$ cat src/rtl/relu_backward.sv
// ReLU backward gate: a FIFO of forward sign-mask bits gates upstream gradients.
// One mask bit per forward sample, consumed in order by one gradient beat each.
module relu_backward #(
  parameter int W     = 17,
  parameter int DEPTH = 16
) (
  input  logic                     clk,
  input  logic                     rst,
  input  logic                     fwd_valid,
  output logic                     fwd_ready,
  input  logic [W-1:0]             fwd_in,
  input  logic                     grad_valid,
  output logic                     grad_ready,
  input  logic [W-1:0]             grad_in,
  output logic                     dx_valid,
  input  logic                     dx_ready,
  output logic [W-1:0]             dx_out,
  input  logic                     flush,
  output logic [$clog2(DEPTH):0]   count
);

  localparam int AW = $clog2(DEPTH);
  localparam int CW = AW + 1;

  logic [DEPTH-1:0] mask_q;
  logic [AW-1:0]    wptr_q, wptr_d;
  logic [AW-1:0]    rptr_q, rptr_d;
  logic [CW-1:0]    count_q, count_d;
  logic             dx_valid_q, dx_valid_d;
  logic [W-1:0]     dx_q, dx_d;

  logic push, pop, load;

  assign fwd_ready  = (count_q != CW'(DEPTH));
  assign grad_ready = (count_q != '0) && (!dx_valid_q || dx_ready);
  assign push       = fwd_valid && fwd_ready;
  assign pop        = grad_valid && grad_ready;
  // A flush swallows any handshake landing in the same cycle.
  assign load       = pop && !flush;

  assign dx_valid = dx_valid_q;
  assign dx_out   = dx_q;
  assign count    = count_q;

  always_comb begin
    wptr_d  = wptr_q;
    rptr_d  = rptr_q;
    count_d = count_q;
    if (flush) begin
      wptr_d  = '0;
      rptr_d  = '0;
      count_d = '0;
    end else begin
      if (push) wptr_d = wptr_q + 1'b1;
      if (pop)  rptr_d = rptr_q + 1'b1;
      if (push && !pop)      count_d = count_q + 1'b1;
      else if (pop && !push) count_d = count_q - 1'b1;
    end
  end

  always_comb begin
    dx_valid_d = dx_valid_q;
    dx_d       = dx_q;
    if (load) begin
      dx_valid_d = 1'b1;
      dx_d       = mask_q[rptr_q] ? grad_in : '0;
    end else if (dx_ready) begin
      dx_valid_d = 1'b0;
    end
  end

  always_ff @(posedge clk) begin
    if (rst) begin
      wptr_q     <= '0;
      rptr_q     <= '0;
      count_q    <= '0;
      dx_valid_q <= 1'b0;
      dx_q       <= '0;
    end else begin
      wptr_q     <= wptr_d;
      rptr_q     <= rptr_d;
      count_q    <= count_d;
      dx_valid_q <= dx_valid_d;
      dx_q       <= dx_d;
    end
  end

  always_ff @(posedge clk) begin
    if (push && !flush) mask_q[wptr_q] <= ~fwd_in[W-1];
  end

endmodule

$ cat config.mk
export PLATFORM = sky130hd
export DESIGN_NAME = relu_backward
export DESIGN_NICKNAME = d
export VERILOG_FILES = /design/src/rtl/relu_backward.sv
export SDC_FILE = /design/constraint.sdc
export NUM_CORES = 1
export LEC_CHECK = 0
export BUFFER_PORTS_ARGS = -buffer_cell sky130_fd_sc_hd__buf_2
export CAP_MARGIN = 15
export CORE_MARGIN = 4
export CORE_UTILIZATION = 50
export CTS_BUF_LIST = sky130_fd_sc_hd__clkbuf_16
export DETAILED_ROUTE_END_ITERATION = 10
export GPL_TIMING_DRIVEN = 0
export PLACE_DENSITY = 0.77
export SYNTH_ARGS = -nofsm -noshare
export SYNTH_HDL_FRONTEND = slang
export SYNTH_SLANG_ARGS = --single-unit
$ cat constraint.sdc
create_clock -name clk -period 3.6 [get_ports clk]
set_input_delay 0.9 -clock clk [delete_from_list [all_inputs] [get_ports clk]]
set_output_delay 0.9 -clock clk [all_outputs]
set_load 0.01 [all_outputs]
---- After elaboration in Yosys (flattened, before gate mapping) ----
Cells that the tools add are included.
operators by class
  add/subtract/negate cells ............... 4
  $lt $le $gt $ge ......................... 3
  eq/ne operators ......................... 1
  muxes and demuxes ....................... 10
  bitwise logic cells ..................... 1
  reductions and logical operators ........ 17
operators with widths
  cell                                                                           number
  17-bit 2-to-1 mux                                                              1
  16-bit bitwise mux                                                             1
  4-bit by 5-bit less-than comparator with 1-bit output (second input constant)  2
  5-bit 2-to-1 mux                                                               2
  4-bit by 1-bit adder with 4-bit output (second input constant)                 2
  1-bit logical AND                                                              8
  5-bit by 1-bit adder with 5-bit output (second input constant)                 1
  5-bit inequality test (second input constant)                                  1
  5-bit nonzero test                                                             1
  5-bit by 1-bit subtractor with 5-bit output (second input constant)            1
  1-bit binary-select mux with 4-bit select                                      1
  1-bit demux with 4-bit select                                                  1
  4-bit by 1-bit >= comparator with 1-bit output (second input constant)         1
  1-bit logical NOT                                                              4
  1-bit 2-to-1 mux                                                               4
  2-bit nonzero test                                                             2
  2-bit OR reduction                                                             1
  1-bit logical OR                                                               1
  1-bit inverter                                                                 1
storage, ports and cells
  register bits after elaboration ......... 47
  input bits .............................. 40
  output and inout bits ................... 25
  word-level logic and storage cells ...... 42

---- Longest topological paths before layout ----
Gate-level depths: netlist of run 1.
  depth in word-level cells ............... 7
  depth in mapped cells ................... 10
  mapped depth without buffers ............ 10

---- Least setup slack after synthesis of run 1 ----
Ideal clock, no wire load.
  path kind ............................... input -> register
  start ................................... input fwd_valid
  end ..................................... register count_q[4], in the netlist count[4]
  setup time .............................. 0.121 ns
  arrival time ............................ 2.958 ns
  setup slack ............................. 0.521 ns
  stages .................................. 9
  path buffers ............................ 0
  path through ............................ a21boi_1 > ha_1 > inv_1 > ha_1 > nor2b_1 > o21a_1 > or3_1 > a21oi_1 > mux2_2
on the way
  cells in the longest elaborated chain, start to end .. 4
  elaborated cells between the ends (all ways) .. 6
ends and longest elaborated chain
  element                              RTL line  source
  start: declaration                   9         input logic fwd_valid,
  1-bit logical AND *                  36        assign push = fwd_valid && fwd_ready;
  1-bit logical NOT                    57        else if (pop && !push) count_d = count_q - 1'b1;
  1-bit logical AND                    57
  2-bit nonzero test (no source line)  n/a
  end signal: assignment               82        count_q <= count_d;
  end: declaration                     28        logic [CW-1:0] count_q, count_d;
Every way passes the cells marked *; elsewhere a longest branch is shown, timed or not.
A chain may end at the register's enable or synchronous reset.

---- Worst setup path after layout of run 1 ----
  start ................................... input fwd_valid
  end ..................................... register count_q[4], in the netlist count[4]
on the way
  cells in the longest elaborated chain, start to end .. 4
  elaborated cells between the ends (all ways) .. 6
ends and longest elaborated chain
  element                              RTL line  source
  1-bit logical AND *                  36
  via push                             32        logic push, pop, load;
  1-bit logical NOT                    57
  1-bit logical AND                    57
  2-bit nonzero test (no source line)  n/a
The timed path passes the listed nets; every way through them passes the cells marked *.

==> impl_results.md, run 1 <==
- Largest net degree at the start of global routing: 17
- Pre-CTS setup slack: 0.179 ns
- Worst-skew pair later-pin latency: 0.28 ns
- Number of max-cap violations: 0
- Mapped Cells: 186
- Crit path capture: count[4]
- Clock sinks: 47
- Clock transition at the registers of the reported paths: 0.06 ns
- Crit path cell chain: buf_2 > a21boi_1 > ha_1 > inv_1 > ha_1 > nor2b_1 > o21a_1 > or3_1 > a21oi_1 > mux2_2
- CP Class: primary input to flop
- Power Internal: 1.02 mW
- Yosys top cell area share: 29.7%
- Most common cell on crit path: ha_1
- Share of cells above drive strength 1: 30.6%
- Placed inst area: 0.00239 mm2
- ANT cells: 0
- Syn Std Cell Area: 0.00209 mm2
- Critical Path Stages: 10
- Buffers on Ports: 48
- Dpl hpwl: 2730 um
- Root buffer cell: clkbuf_16
- Slowest cell on crit path: a21boi_1
- First-pass iteration count of the detailed router: 4
- Startpoint Class: primary input
- Rows: 23
- Worst setup margin: 0.437 ns
- Final net count: 292
- CP Buf/Inv Count: 2
- # fillers: 321
- PwrDens: 543 mW/mm2
- Cts hold-fix bufs: 0
- Die H: 72.6 um
- Post-layout instance area: 0.00255 mm2
- DRC: 0
- Leakage power: 1.08 nW
- Clock power frac: 34.2%
- Initial DRC Count: 57
- Setup-failing EPs final: 0
- DR WL/cell: 12.6 um
- Critical path arrival: 3.33 ns
- Final Skew: 0.00655 ns
- Crit. Startpoint: fwd_valid
- FFs w/ async S/R, synth: 0%
- H-tree levels: 2
- Cell family with most CP delay: compound AO/OA/AOI/OAI gates
- Worst path required time: 3.77 ns
- Die span in x: 72.6 um
- Crit Path Max Fanout: 7
- I/O pin cnt: 65
- Clock buffer depth: 2
- Endpoints failing hold: 0
- Total number of vias: 1468
- RSZ-0062 raised after global routing: false
- Period minus WS final: 3.16 ns
- Library cells used by synthesis: 41
- Vias in the first global route: 1357
- Share of total power in sequential cells: 43.8%
- Most common cell after layout, fill and taps aside: buf_2
- Outcome: complete, no violations
- Die ar.: 0.00527 mm2
- Synth warnings: 0
- R2R Path Start: count[0]
- Area growth syn-to-layout: 22.0%
- Syn Area/Cell: 11.2 um2
- Synth Register Bits: 47
- EDFF count, synth: 16
- Worst-margin pin slew: 0.611 ns
- Initial antenna violation count: 0
- CTS resizes: 0
- Switching pwr: 370 uW
- Setup TNS: 0 ns
- Reg2Reg Setup Slack: 0.46 ns
- FF-to-FF path depth: 10
- Worst vdd ir: 0.239 mV
- Final worst path period share: 87.9%
- Max-slew violation count: 0
- Commonest non-fill, non-tap cells in the layout: 49 x buf_2, 31 x dfxtp_1, 29 x nor2_1
- Initial Utilization: 51.8%
- Gate power share: 22.0%
- Tot GR Track Use: 15.2%
- Global-route wire length before repair: 6220 um
- Routed WL: 3690 um
- Syn_nets: 237
- Placer Congestion: 0.769
- HP Class: flop to flop
- Fraction of power spent switching nets: 26.7%
- Utilization after layout: 63.3%
- Slowest cell delay on critical path: 0.51 ns
- Synth area leader: dfxtp_1
- Crit end category: flop
- Achievable frequency: 0.316 GHz
- Primary FF master, synth: dfxtp_1
- Synth top area cells: dfxtp_1 30%, edfxtp_1 23%, ha_1 6.0%
- TritonCTS clock tree: yes
- Via density: 5.03
- Post-CTS Repair Setup Buffers: 0
- Remaining Overflow, GRT: 0
- CORE AREA: 0.00403 mm2
- Slew HR: 59.2%
- FF-to-FF End: count[4]
- Sequential area share after synthesis: 52.7%
- Detail Route Antenna Nets: 0
- CTS buffer count: 5
[Yosys cell counts (2+ instances only)]
library cell and count:
ha_1 10, or3_1 2, a21oi_1 7, nor3_1 4, xor2_1 6, buf_6 2
mux2i_1 6, edfxtp_1 16, a22o_1 8, nand2b_1 3, nor2b_1 3, dfxtp_1 31
nand3_1 3, o21ai_0 3, nor2_1 29, xnor2_1 2, nand2_1 9, clkbuf_1 4
inv_1 8, a22o_2 9
[final cells by class]
cell class	count	area (um2)	share of cell area (%)
inverters	8	30.0	1.18
clock inverters	2	7.51	0.295
repair buffers	48	240	9.43
multi-input cells	122	903	35.4
flip-flops and latches	47	1100	43.2
clock buffers	6	150	5.89
well taps	50	62.6	2.45
plain buffers	9	53.8	2.11
[state kept, by name, indices dropped and copies added, names as in the netlist]
name / cells
mask_q: 16
dx_out: 17
count: 5
wptr_q: 4
rptr_q: 4
dx_valid: 1
[per-layer routing]
| layer | vias to the layer above | part of all wire [%] | global-route usage, % |
|---|---|---|---|
| li1 | 769 | - | - |
| met4 | 0 | 0.81 | 5.53 |
| met1 | 657 | 44 | 19.5 |
| met2 | 40 | 47 | 23.6 |
| met3 | 2 | 8.2 | 5.51 |
| met5 | - | 0 | 0 |
[power groups by stage]
| stage | Combinational (mW) | Clock [mW] | Sequential (mW) |
|---|---|---|---|
| after floorplan | 0.214 | 0 | 0.627 |
| after global placement | 0.302 | 0 | 0.617 |
| after detailed placement | 0.308 | 0 | 0.618 |
| after CTS | 0.310 | 0.483 | 0.607 |
| after global routing | 0.352 | 0.512 | 0.611 |
| final | 0.305 | 0.473 | 0.607 |
[cells by family (layout without fill, tap and decap cells)]
group / after synthesis / in the layout / share of synthesized area [%]
AND/OR/NAND/NOR: 60 / 60 / 13.3
multiplexers: 9 / 9 / 5.75
flip-flops: 47 / 47 / 52.7
AO/OA/AOI/OAI: 34 / 34 / 13.9
buffers and inverters: 17 / 73 / 4.01
XOR/XNOR: 8 / 8 / 3.36
adder cells (fa/ha/maj): 11 / 11 / 6.95
[through the flow]
| step | total power [mW] | hold WS, ns | instances |
|---|---|---|---|
| final | 1.39 | 0.474 | 292 |
| after floorplan | 0.840 | 0.470 | 186 |
| after global placement | 0.920 | 0.456 | 284 |
| after detailed placement | 0.927 | 0.458 | 284 |
| after CTS | 1.40 | 0.478 | 292 |
| after global routing | 1.47 | 0.490 | 292 |
[how the worst min path moves through the flow]
stage	slack, ns	start	cells past startpoint	end
floorplan	0.47	rptr_q[3]	2	rptr_q[3]
global placement	0.46	dx_out[16]	1	dx_out[16]
CTS	0.48	dx_out[0]	1	dx_out[0]
detailed placement	0.46	dx_out[0]	1	dx_out[0]
global route	0.49	dx_out[12]	1	dx_out[12]
finish	0.47	dx_out[5]	1	dx_out[5]
Note: power is estimated with default switching activity, not from simulation.
==> run 2, diff against run 1 <==
Settings changed: ABC_AREA from default to 1, CORE_UTILIZATION 50 to 52, PLACE_DENSITY 0.77 to 0.78, SLEW_MARGIN from default to 40.
==> impl_results.md, run 2 <==
- Outcome: complete, no violations
- Root buffer cell: clkbuf_16
- Initial Utilization: 53.9%
- Vias in the first global route: 1816
- Clock power frac: 31.1%
- Share of cells above drive strength 1: 29.8%
- Syn Area/Cell: 8.88 um2
- Primary FF master, synth: dfxtp_1
- Final worst path period share: 70.5%
- TritonCTS clock tree: yes
- Fraction of power spent switching nets: 31.1%
- Syn_nets: 317
- Area growth syn-to-layout: 19.6%
- Post-CTS Repair Setup Buffers: 0
- Worst-skew pair later-pin latency: 0.28 ns
- Max reg flops: 17
- Post-synth top cells: 39 x nand2_1, 37 x inv_1, 31 x dfxtp_1, 19 x nor2_1, 18 x a21oi_1
- Placed inst area: 0.00267 mm2
- Commonest non-fill, non-tap cells in the layout: 48 x buf_2, 39 x inv_1, 39 x nand2_1
- Max-slew violation count: 0
- Dpl hpwl: 3510 um
- Achievable frequency: 0.394 GHz
- Clock buffer depth: 2
- EDFF count, synth: 16
- Synth warnings: 0
- Detail Route Antenna Nets: 0
- Utilization after layout: 64.4%
- Global-route wire length before repair: 8160 um
- Crit end category: flop
- Number of max-cap violations: 0
- WL met2: 2460 um
- Buffers on Ports: 48
- Remaining Overflow, GRT: 0
- Initial DRC Count: 76
- Mapped Cells: 266
- I/O pin cnt: 65
- CTS resizes: 0
- Tot GR Track Use: 18.7%
- Synth Register Bits: 47
- Library cells used by synthesis: 29
- Routed WL: 4860 um
- RSZ-0062 raised after global routing: false
- Synth top area cells: dfxtp_1 26%, edfxtp_1 20%, nand2_1 6.2%
- Clock sinks: 47
- Via density: 5.11
- Setup TNS: 0 ns
- Cts hold-fix bufs: 0
- Syn Std Cell Area: 0.00236 mm2
- ANT cells: 0
- HP Class: flop to flop
- Critical path arrival: 2.75 ns
- Yosys top cell area share: 26.3%
- CORE AREA: 0.00438 mm2
- Synth area leader: dfxtp_1
- Post-Route M1 WL: 2100 um
- PwrDens: 545 mW/mm2
- Die span in x: 75.4 um
- Switching pwr: 479 uW
- Crit Path Max Fanout: 10
- Total number of vias: 1910
- Gate power share: 27.8%
- CP Class: primary input to flop
- Slew HR: 61.0%
- Largest net degree at the start of global routing: 17
- Uppermost layer routed: met4
- Period minus WS final: 2.54 ns
- Startpoint Class: primary input
- Post-layout instance area: 0.00283 mm2
- Worst path required time: 3.81 ns
- Power Internal: 1.06 mW
- Final net count: 372
- CTS buffer count: 5
- H-tree levels: 2
- Sequential area share after synthesis: 46.6%
- Die ar.: 0.00569 mm2
- Placer Congestion: 0.814
- Worst-margin pin slew: 0.583 ns
- Leakage power: 1.29 nW
- Setup-failing EPs final: 0
- Endpoints failing hold: 0
- Worst vdd ir: 0.371 mV
- Clock transition at the registers of the reported paths: 0.06 ns
- Post-route non-filler standard cell count: 374
- Share of total power in sequential cells: 41.1%
- Most common cell after layout, fill and taps aside: buf_2
- DR WL/cell: 13.0 um
- Final Skew: 0.00529 ns
- Cell count after placement: 366
- DRC: 0
- Rows: 24
- Die H: 75.4 um
- FFs w/ async S/R, synth: 0%
- Top-count cell post-synth: nand2_1
- First-pass iteration count of the detailed router: 4
- WL met3: 232 um
- Initial antenna violation count: 0
-- run 2: changes by cell type in the layout (fill, tap and decap cells not counted), sizes merged, moves of 6 or more --
cell,previous run,this run
a21oi,7,28
a22o,17,0
inv,10,40
mux2i,6,0
nand2,9,56
nand3,3,17
nor2,29,21
o21ai,3,28
-- run 2: metrics by stage --
stage / worst slack [ns] / hold WS, ns / power, mW
after floorplan: 1.17 / 0.471 / 0.943
after global placement: 0.858 / 0.494 / 1.06
after detailed placement: 0.785 / 0.506 / 1.07
after CTS: 1.06 / 0.516 / 1.55
after global routing: 0.915 / 0.537 / 1.64
final: 1.06 / 0.516 / 1.54
-- run 2: worst paths after layout --
kind | from | end | slack [ns] | cells past startpoint
worst min register to register | dx_out[3] | dx_out[3] | 0.52 | 2
worst max-delay path | dx_ready | count[4] | 1.06 | 13
worst max register to register | count[0] | count[4] | 1.27 | 13
worst min-delay path | dx_out[3] | dx_out[3] | 0.52 | 2
-- run 2: routing by layer --
metal  GRT usage [%]  vias to the layer above
li1                -                      976
met1            23.5                      883
met2            31.4                       45
met3            4.22                        6
met4            7.18                        0
met5               0                        -
-- run 2: cell families (layout without fill, tap and decap cells) --
group	after synthesis	in the layout	share of synthesized area (%)
AO/OA/AOI/OAI	57	57	13.8
flip-flops	47	47	46.6
AND/OR/NAND/NOR	102	102	22.5
XOR/XNOR	5	5	1.85
adder cells (fa/ha/maj)	11	11	6.14
buffers and inverters	44	100	9.11
-- run 2: area by class of cell --
type                            count  area (um2)
Fill cell                         359        1560
Sequential cell                    47        1100
Multi-Input combinational cell    175        1050
Timing Repair Buffer               48         240
Clock buffer                        6         150
Inverter                           38         150
Buffer                              6        65.1
Tap cell                           52        65.1
Clock inverter                      2        7.51
-- run 2: critical path: stages --
cell and delay (ns):
buf_2 0.10, inv_1 0.05, nand2_1 0.14, nand3_4 0.21
ha_1 0.26, inv_1 0.12, ha_1 0.31, inv_1 0.06
o21ai_0 0.07, a21oi_1 0.16, xor2_1 0.18, nand2_1 0.07
a21oi_1 0.12
-- run 2: power by group through the flow --
| stage | logic, mW | registers (mW) | clock network (mW) |
|---|---|---|---|
| finish | 0.428 | 0.633 | 0.479 |
| global route | 0.483 | 0.639 | 0.518 |
| CTS | 0.433 | 0.632 | 0.487 |
| detailed placement | 0.429 | 0.643 | 0 |
| global placement | 0.416 | 0.642 | 0 |
| floorplan | 0.283 | 0.660 | 0 |
